$ cat src/rtl/pipeline_ctrl_pkg.sv
// rtl/pipeline_ctrl_pkg.sv - command codes and state encoding shared by the step controller
package pipeline_ctrl_pkg;

  localparam logic [1:0] CMD_NOP   = 2'b00;
  localparam logic [1:0] CMD_RUN   = 2'b01;
  localparam logic [1:0] CMD_STEP  = 2'b10;
  localparam logic [1:0] CMD_PAUSE = 2'b11;

  typedef enum logic [2:0] {
    ST_IDLE,
    ST_RUN,
    ST_STEP,
    ST_DRAIN,
    ST_HALTED
  } state_t;

endpackage

$ cat src/rtl/sat_cycle_counter.sv
// rtl/sat_cycle_counter.sv - saturating up-counter with enable and synchronous active-low clear
module sat_cycle_counter #(
  parameter int WIDTH = 32
) (
  input  logic             i_clk,
  input  logic             i_clr_n,
  input  logic             i_en,
  output logic [WIDTH-1:0] o_count
);

  logic [WIDTH-1:0] count_q;

  // Count enabled cycles, holding at all-ones instead of wrapping.
  always_ff @(posedge i_clk) begin
    if (!i_clr_n) begin
      count_q <= '0;
    end else if (i_en && (count_q != '1)) begin
      count_q <= count_q + WIDTH'(1);
    end
  end

  assign o_count = count_q;

endmodule

$ cat src/rtl/pipeline_step_ctrl.sv
// rtl/pipeline_step_ctrl.sv - debug run/step/pause sequencer with HALT drain; STEP_CYCLE_COUNTER_EN adds the step-cycle counter
module pipeline_step_ctrl
  import pipeline_ctrl_pkg::*;
#(
  parameter int DRAIN_CYCLES = 4,
  parameter int CNT_BITS     = 32
) (
  input  logic                i_clk,
  input  logic                i_rst_n,
  input  logic                i_cmd_valid,
  input  logic [1:0]          i_cmd,
  output logic                o_cmd_ready,
  input  logic                i_halt_detected,
  output logic                o_step,
  output logic                o_running,
  output logic                o_done,
  output logic                o_halted,
  output logic [CNT_BITS-1:0] o_cycle_count
);

  localparam int DCNT_W = $clog2(DRAIN_CYCLES + 1);
  localparam logic [DCNT_W-1:0] DRAIN_LAST = DCNT_W'(DRAIN_CYCLES - 1);

  state_t            state;
  logic [DCNT_W-1:0] drain_cnt;
  logic              step_q;
  logic              running_q;
  logic              done_q;
  logic              halted_q;
  logic              ready_q;
  logic              cmd_acc;

  assign cmd_acc = i_cmd_valid && ready_q;

  // State machine; outputs are registered alongside each transition so they
  // always match the state they describe.
  always_ff @(posedge i_clk) begin
    if (!i_rst_n) begin
      state     <= ST_IDLE;
      drain_cnt <= '0;
      step_q    <= 1'b0;
      running_q <= 1'b0;
      done_q    <= 1'b0;
      halted_q  <= 1'b0;
      ready_q   <= 1'b1;
    end else begin
      done_q <= 1'b0;
      unique case (state)
        ST_IDLE: begin
          // Pipeline frozen here, so a HALT sitting in ID is left for later.
          if (cmd_acc && (i_cmd == CMD_RUN)) begin
            state     <= ST_RUN;
            step_q    <= 1'b1;
            running_q <= 1'b1;
          end else if (cmd_acc && (i_cmd == CMD_STEP)) begin
            state   <= ST_STEP;
            step_q  <= 1'b1;
            ready_q <= 1'b0;
          end
        end
        ST_RUN: begin
          // HALT beats a same-cycle PAUSE; the PAUSE is still consumed.
          if (i_halt_detected) begin
            state     <= ST_DRAIN;
            drain_cnt <= '0;
            ready_q   <= 1'b0;
          end else if (cmd_acc && (i_cmd == CMD_PAUSE)) begin
            state     <= ST_IDLE;
            step_q    <= 1'b0;
            running_q <= 1'b0;
          end
        end
        ST_STEP: begin
          if (i_halt_detected) begin
            state     <= ST_DRAIN;
            drain_cnt <= '0;
            running_q <= 1'b1;
          end else begin
            state   <= ST_IDLE;
            step_q  <= 1'b0;
            ready_q <= 1'b1;
            done_q  <= 1'b1;
          end
        end
        ST_DRAIN: begin
          if (drain_cnt == DRAIN_LAST) begin
            state     <= ST_HALTED;
            step_q    <= 1'b0;
            running_q <= 1'b0;
            halted_q  <= 1'b1;
            done_q    <= 1'b1;
          end else begin
            drain_cnt <= drain_cnt + DCNT_W'(1);
          end
        end
        ST_HALTED: begin
        end
        default: begin
          state     <= ST_IDLE;
          drain_cnt <= '0;
          step_q    <= 1'b0;
          running_q <= 1'b0;
          halted_q  <= 1'b0;
          ready_q   <= 1'b1;
        end
      endcase
    end
  end

  assign o_cmd_ready = ready_q;
  assign o_step      = step_q;
  assign o_running   = running_q;
  assign o_done      = done_q;
  assign o_halted    = halted_q;

`ifdef STEP_CYCLE_COUNTER_EN
  sat_cycle_counter #(
    .WIDTH (CNT_BITS)
  ) u_cycle_counter (
    .i_clk   (i_clk),
    .i_clr_n (i_rst_n),
    .i_en    (step_q),
    .o_count (o_cycle_count)
  );
`else
  assign o_cycle_count = '0;
`endif

endmodule
$ cat config.mk
export PLATFORM = sky130hd
export DESIGN_NAME = pipeline_step_ctrl
export DESIGN_NICKNAME = d
export VERILOG_FILES = /design/src/rtl/pipeline_ctrl_pkg.sv /design/src/rtl/sat_cycle_counter.sv /design/src/rtl/pipeline_step_ctrl.sv
export SDC_FILE = /design/constraint.sdc
export NUM_CORES = 1
export LEC_CHECK = 0
export CAP_MARGIN = 30
export CORE_MARGIN = 2
export CORE_UTILIZATION = 50
export DETAILED_ROUTE_END_ITERATION = 10
export DONT_BUFFER_PORTS = 1
export GPL_TIMING_DRIVEN = 0
export PLACE_DENSITY = 0.77
export SLEW_MARGIN = 5
export SYNTH_ARGS = -nofsm -noshare
export SYNTH_HDL_FRONTEND = slang
export SYNTH_HIERARCHICAL = 1
export SYNTH_SLANG_ARGS = --single-unit
$ cat constraint.sdc
create_clock -name i_clk -period 3 [get_ports i_clk]
set_input_delay 0 -clock i_clk [delete_from_list [all_inputs] [get_ports i_clk]]
set_output_delay 0 -clock i_clk [all_outputs]
set_load 0.01 [all_outputs]
# --- Word level (Yosys, flattened, before mapping) ---
# Cells that the tools add are included.
totals:
  ff_bits: 11
  inputBits: 6
  out_inout_bits: 37
  word_cells: 78
classes:
  addsub: 1
  eq_ne: 21
  mux: 30
  bitwise_logic: 4
  reduce_logical: 15
ops:
  columns: ["op", "count"]
  rows:
  - ["$mux 3", 7]
  - ["$ne 2x2->1 const B", 10]
  - ["$mux 1", 15]
  - ["$pmux 3 s5", 1]
  - ["$reduce_and 6->1", 2]
  - ["$pmux 1 s5", 2]
  - ["$eq 3x2->1 const B", 3]
  - ["$pmux 3 s3", 1]
  - ["$ne 3x3->1 const B", 2]
  - ["$reduce_or 2->1", 3]
  - ["$reduce_and 5->1", 1]
  - ["$eq 2x2->1 const B", 2]
  - ["$logic_and 1x1->1", 4]
  - ["$not 1->1", 4]
  - ["$pmux 1 s2", 2]
  - ["$pmux 1 s4", 1]
  - ["$reduce_and 4->1", 1]
  - ["$reduce_or 4->1", 1]
  - ["$add 3x1->3 const B", 1]
  - ["$eq 3x1->1 const B", 1]
  - ["$eq 3x3->1 const B", 1]
  - ["$logic_not 3->1", 1]
  - ["$reduce_and 3->1", 1]
  - ["$eq 2x1->1 const B", 1]
  - ["other kinds (3)", 3]

# --- Longest topological paths before layout ---
depth:
  word_depth: 5
  depth_mapped: 6
  depth_no_buf: 6

# --- Worst setup path after synthesis ---
# Ideal clock, no wire load.
synth_timing:
  path_type: "register to register"
  startpoint: "register drain_cnt[0]"
  endpoint: "register drain_cnt[1]"
  setup_time_ps: 72
  t_arrival_ps: 1249
  required_ps: 2928
  path_slack_ps: 1679
  path_stages_with_launch: 6
  n_path_buf: 0
  synth_period_minus_slack_ps: 1321
  cell_sequence: "dfxtp_1 -> ha_1 -> ha_1 -> a31oi_1 -> o22a_1 -> mux2i_1"
synth_via:
  elab_chain_cells: 3
  elab_cells_between_ends: 6
  cone_classes: "add/sub: 1; eq/ne: 2; mux: 2; reduce/logical: 1"
synth_lines:
  columns: ["element", "line", "source"]
  rows:
  - ["start: declaration", "pipeline_step_ctrl.sv:25", "logic [DCNT_W-1:0] drain_cnt;"]
  - ["start signal: assignment", "pipeline_step_ctrl.sv:93", "drain_cnt <= drain_cnt + DCNT_W'(1);"]
  - ["$add 3x1->3 / $eq 3x2->1 (equally long branches)", "pipeline_step_ctrl.sv:93, pipeline_step_ctrl.sv:86", null]
  - ["$mux 3 / $ne 2x2->1 (equally long branches)", null, null]
  - ["$pmux 3 s3 / $reduce_and 3->1 (equally long branches)", null, null]
# Several ways; a longest one is shown, not always the timed one. The select of a mux whose other input is x is not followed.
# A chain may end at the register's enable or synchronous reset.

# --- Worst setup path in the final report ---
layout_timing:
  startpoint: "register drain_cnt[0]"
  endpoint: "register state[1]"
layout_via:
  elab_chain_cells: 3
layout_lines:
  columns: ["element", "line", "source"]
  rows:
  - ["$eq 3x2->1", "pipeline_step_ctrl.sv:86", "if (drain_cnt == DRAIN_LAST) begin"]
  - ["$ne 2x2->1 (no line)", null, null]
  - ["$reduce_and 4->1 (no line)", null, null]
  - ["end signal: assignment", "pipeline_step_ctrl.sv:79", "state <= ST_IDLE;"]
  - ["end signal: assignment", "pipeline_step_ctrl.sv:87", "state <= ST_HALTED;"]
  - ["end signal: assignment", "pipeline_step_ctrl.sv:99", "state <= ST_IDLE;"]
  - ["end: declaration", "pipeline_step_ctrl.sv:24", "state_t state;"]
# No other way between the ends.

==> flow_metrics.py <==
metrics = {
    "sta": {
        "setup_ws_ns": 1.481,
        "period_minus_slack_ns": 1.519,
        "rsz0062_at_grt": "no",
        "setup-tns-final_ns": 0,
        "fin_skew_ns": 0.004857,
        "timing.fmax_mhz": 658.1,
        "min_period_over_period": 0.5065,
        "finalHoldViolCount": 0,
        "setup_violations": 0,
        "maxSlewViolCount": 0,
    },
    "place": {
        "io_buffer_count": 0,
        "place_hpwl_mm": 1.513,
        "place_congestion": 0.8467,
        "dp_worst_setup_slack_ns": 1.512,
        "dp_cells": 175,
    },
    "floorplanning": {
        "core_mm2": 0.001764,
        "start_util": 0.5411,
        "die_x_um": 47.70,
        "dieArea_mm2": 0.002275,
        "io_pins": 43,
        "row_count": 15,
        "die_y_um": 47.70,
    },
    "worst_setup_path": {
        "arrival_ns": 1.71,
        "reg2reg_depth": 6,
        "worstPathMaxFanout": 5,
        "cp.required_ns": 3.19,
        "setup.worst_path.class": "register to register",
        "cp_common_cell": "ha_1",
        "slowest_delay_ns": 0.35,
        "crit_path_start_kind": "register",
        "worstPathCellList": "ha_1 -> ha_1 -> nor2b_1 -> a22oi_2 -> nand3_1 -> o31ai_2",
        "end_kind": "register",
        "slowest_stage": "dfxtp_1",
    },
    "power_and_ir_drop": {
        "power_leakage_nw": 0.5746,
        "combPwrFrac": 0.552,
        "p_switching_mw": 0.3024,
        "ir_drop_v": 0.0003729,
        "clockPowerShare": 0.146,
        "p_int_mw": 0.4061,
        "power.share.switching": 0.4269,
        "pwr-share-seq": 0.302,
        "cellPowerDensity_mw_per_mm2": 622.2,
    },
    "route": {
        "drcViolationCount": 0,
        "postRouteAntennaNets": 0,
        "wl_per_cell_um": 10.77,
        "dr.pass1.iters": 4,
        "drt-initial-drc-count": 15,
        "vias_per_cell": 4.583,
        "drt_wl_total_mm": 1.939,
        "via_count": 825,
    },
    "yosys": {
        "synth_area_um2": 954.7,
        "yosys_warnings": 6,
        "synth_edf_count": 0,
        "yosysMostFrequentCell": "buf_4",
        "ys_types": 39,
        "syn_area_per_cell_um2": 8.022,
        "synth_largest_area_cell": "buf_4",
        "ys_top_cells_by_area": "buf_4 (26%), dfxtp_1 (23%), nand2_1 (3.9%), buf_6 (3.5%), ha_1 (2.6%)",
        "synth-seq-cells": 11,
        "netlist.area_leader.share": 0.2595,
        "seq_area_frac_synth": 0.2307,
        "syn_inst": 119,
        "ys_async_sr_fraction": 0,
        "synthTopCellsByCount": "buf_4 (33), dfxtp_1 (11), nand2_1 (10)",
        "synth_top_flop_cell": "dfxtp_1",
    },
    "clock_network": {
        "cts_buffers": 3,
        "root_buffer": "clkbuf_4",
        "cts.path.max_buffers": 2,
        "cts_tree": "yes",
        "cts_setup_buffers": 0,
        "htree_levels": 1,
        "path_clk_slew_ns": 0.07,
        "clock_sinks": 11,
        "clkLatencyLatePin_ns": 0.28,
    },
    "cells_and_area": {
        "syn_to_final_growth_pct": 19.27,
        "regArea_um2": 220.2,
        "fin_nets": 164,
        "final-instance-count-excl-fill": 180,
        "fillers": 178,
        "layout-drive-gt1-share": 0.2903,
        "insertedDiodeCount": 0,
        "postLayoutCoreUtil": 0.6454,
        "multiInputGateArea_um2": 544.3,
    },
    "global_routing": {
        "grt.overflow.total": 0,
        "track_usage": 0.1936,
        "grt_max_degree": 11,
        "grt_pass1_wl_mm": 3.063,
        "grt_pass1_vias": 715,
        "antenna_found_initial": 0,
    },
    "worst_hold_path": {
        "hp-class": "primary input to register",
        "min_delay_path_depth": 3,
    },
    "run": {
        "cap_violations": 0,
    },
    "outcome": {
        "status": "completed",
    },
}
-- critical path, delay by kind of cell (launching register included) --
family                   cells  cell delay [ns]
flip-flops                   1             0.35
adder cells (fa/ha/maj)      2             0.44
AND/OR/NAND/NOR              2             0.26
AO/OA/AOI/OAI                2             0.39
-- metrics by stage --
step                power, mW  instance area, um^2  hold WS (ns)
global placement       0.5827                 1102        0.2042
global route           0.7620                 1139       0.06758
floorplan              0.5359                 1071        0.1717
detailed placement     0.5954                 1102        0.1887
CTS                    0.7014                 1139       0.03023
finish                 0.7085                 1139       0.04925
-- power groups by stage --
| stage | clock (mW) | combinational (mW) | sequential, mW |
|---|---|---|---|
| 4_1_cts | 0.105 | 0.382 | 0.214 |
| 6_report | 0.103 | 0.391 | 0.214 |
| 3_3_place_gp | 0 | 0.367 | 0.215 |
| 5_1_grt | 0.112 | 0.430 | 0.220 |
| 3_5_place_dp | 0 | 0.378 | 0.217 |
| 2_1_floorplan | 0 | 0.324 | 0.212 |
-- worst paths after layout --
check               start            to  slack [ns]
min reg2reg  drain_cnt[2]  drain_cnt[2]        0.47
max          drain_cnt[0]      state[1]        1.48
min              i_cmd[1]   o_cmd_ready        0.05
max reg2reg  drain_cnt[0]      state[1]        1.48
-- routing by layer --
metal | global-route usage | vias up | part of all wire
li1 | - | 420 | -
met1 | 0.2081 | 372 | 0.39
met4 | 0.04324 | 0 | 0.0067
met3 | 0.07925 | 2 | 0.073
met2 | 0.3520 | 31 | 0.53
met5 | 0 | - | 0
-- repair_timing --
| item | in CTS | in global routing |
|---|---|---|
| hold endpoints to repair | 4 | 0 |
| hold buffers | 1 | 0 |
| resized for setup | 0 | 0 |
-- placed cells by master (no fill, tap or decap), drive strengths merged, types with 2 or more instances in the layout --
cell type / Yosys / routed
a21oi: 4 / 4
a31oi: 3 / 3
and2: 2 / 2
buf: 38 / 38
clkbuf: 1 / 5
conb: 1 / 32
dfxtp: 11 / 11
ha: 2 / 2
inv: 3 / 3
mux2i: 2 / 2
nand2: 10 / 10
nand3: 5 / 5
nand4: 2 / 2
nand4b: 2 / 2
nor2: 3 / 3
nor2b: 2 / 2
nor3b: 2 / 2
o21a: 3 / 3
o21ai: 7 / 7
o31ai: 2 / 2
-- state kept, by name (all words and copies together) (netlist names) --
signal	flops
o_running	1
state	3
drain_cnt	3
o_done	1
o_halted	1
o_step	1
o_cmd_ready	1
-- area by class of cell --
type	instances	share of cell area
sequential	11	0.1934
clock buffer	4	0.02308
inverter	3	0.009890
buffer	39	0.2593
timing repair buffer	1	0.008791
tap	25	0.02747
multi-input combinational	97	0.4780
-- kinds of logic after synthesis --
logic type / after synthesis / synth area share
AO/OA/AOI/OAI: 26 / 0.1914
XOR/XNOR: 1 / 0.009176
adder cells (fa/ha/maj): 2 / 0.02621
buffers and inverters: 42 / 0.3211
flip-flops: 11 / 0.2307
multiplexers: 2 / 0.02097
other: 1 / 0.003928
AND/OR/NAND/NOR: 34 / 0.1966
Note: power is estimated with default switching activity, not from simulation.
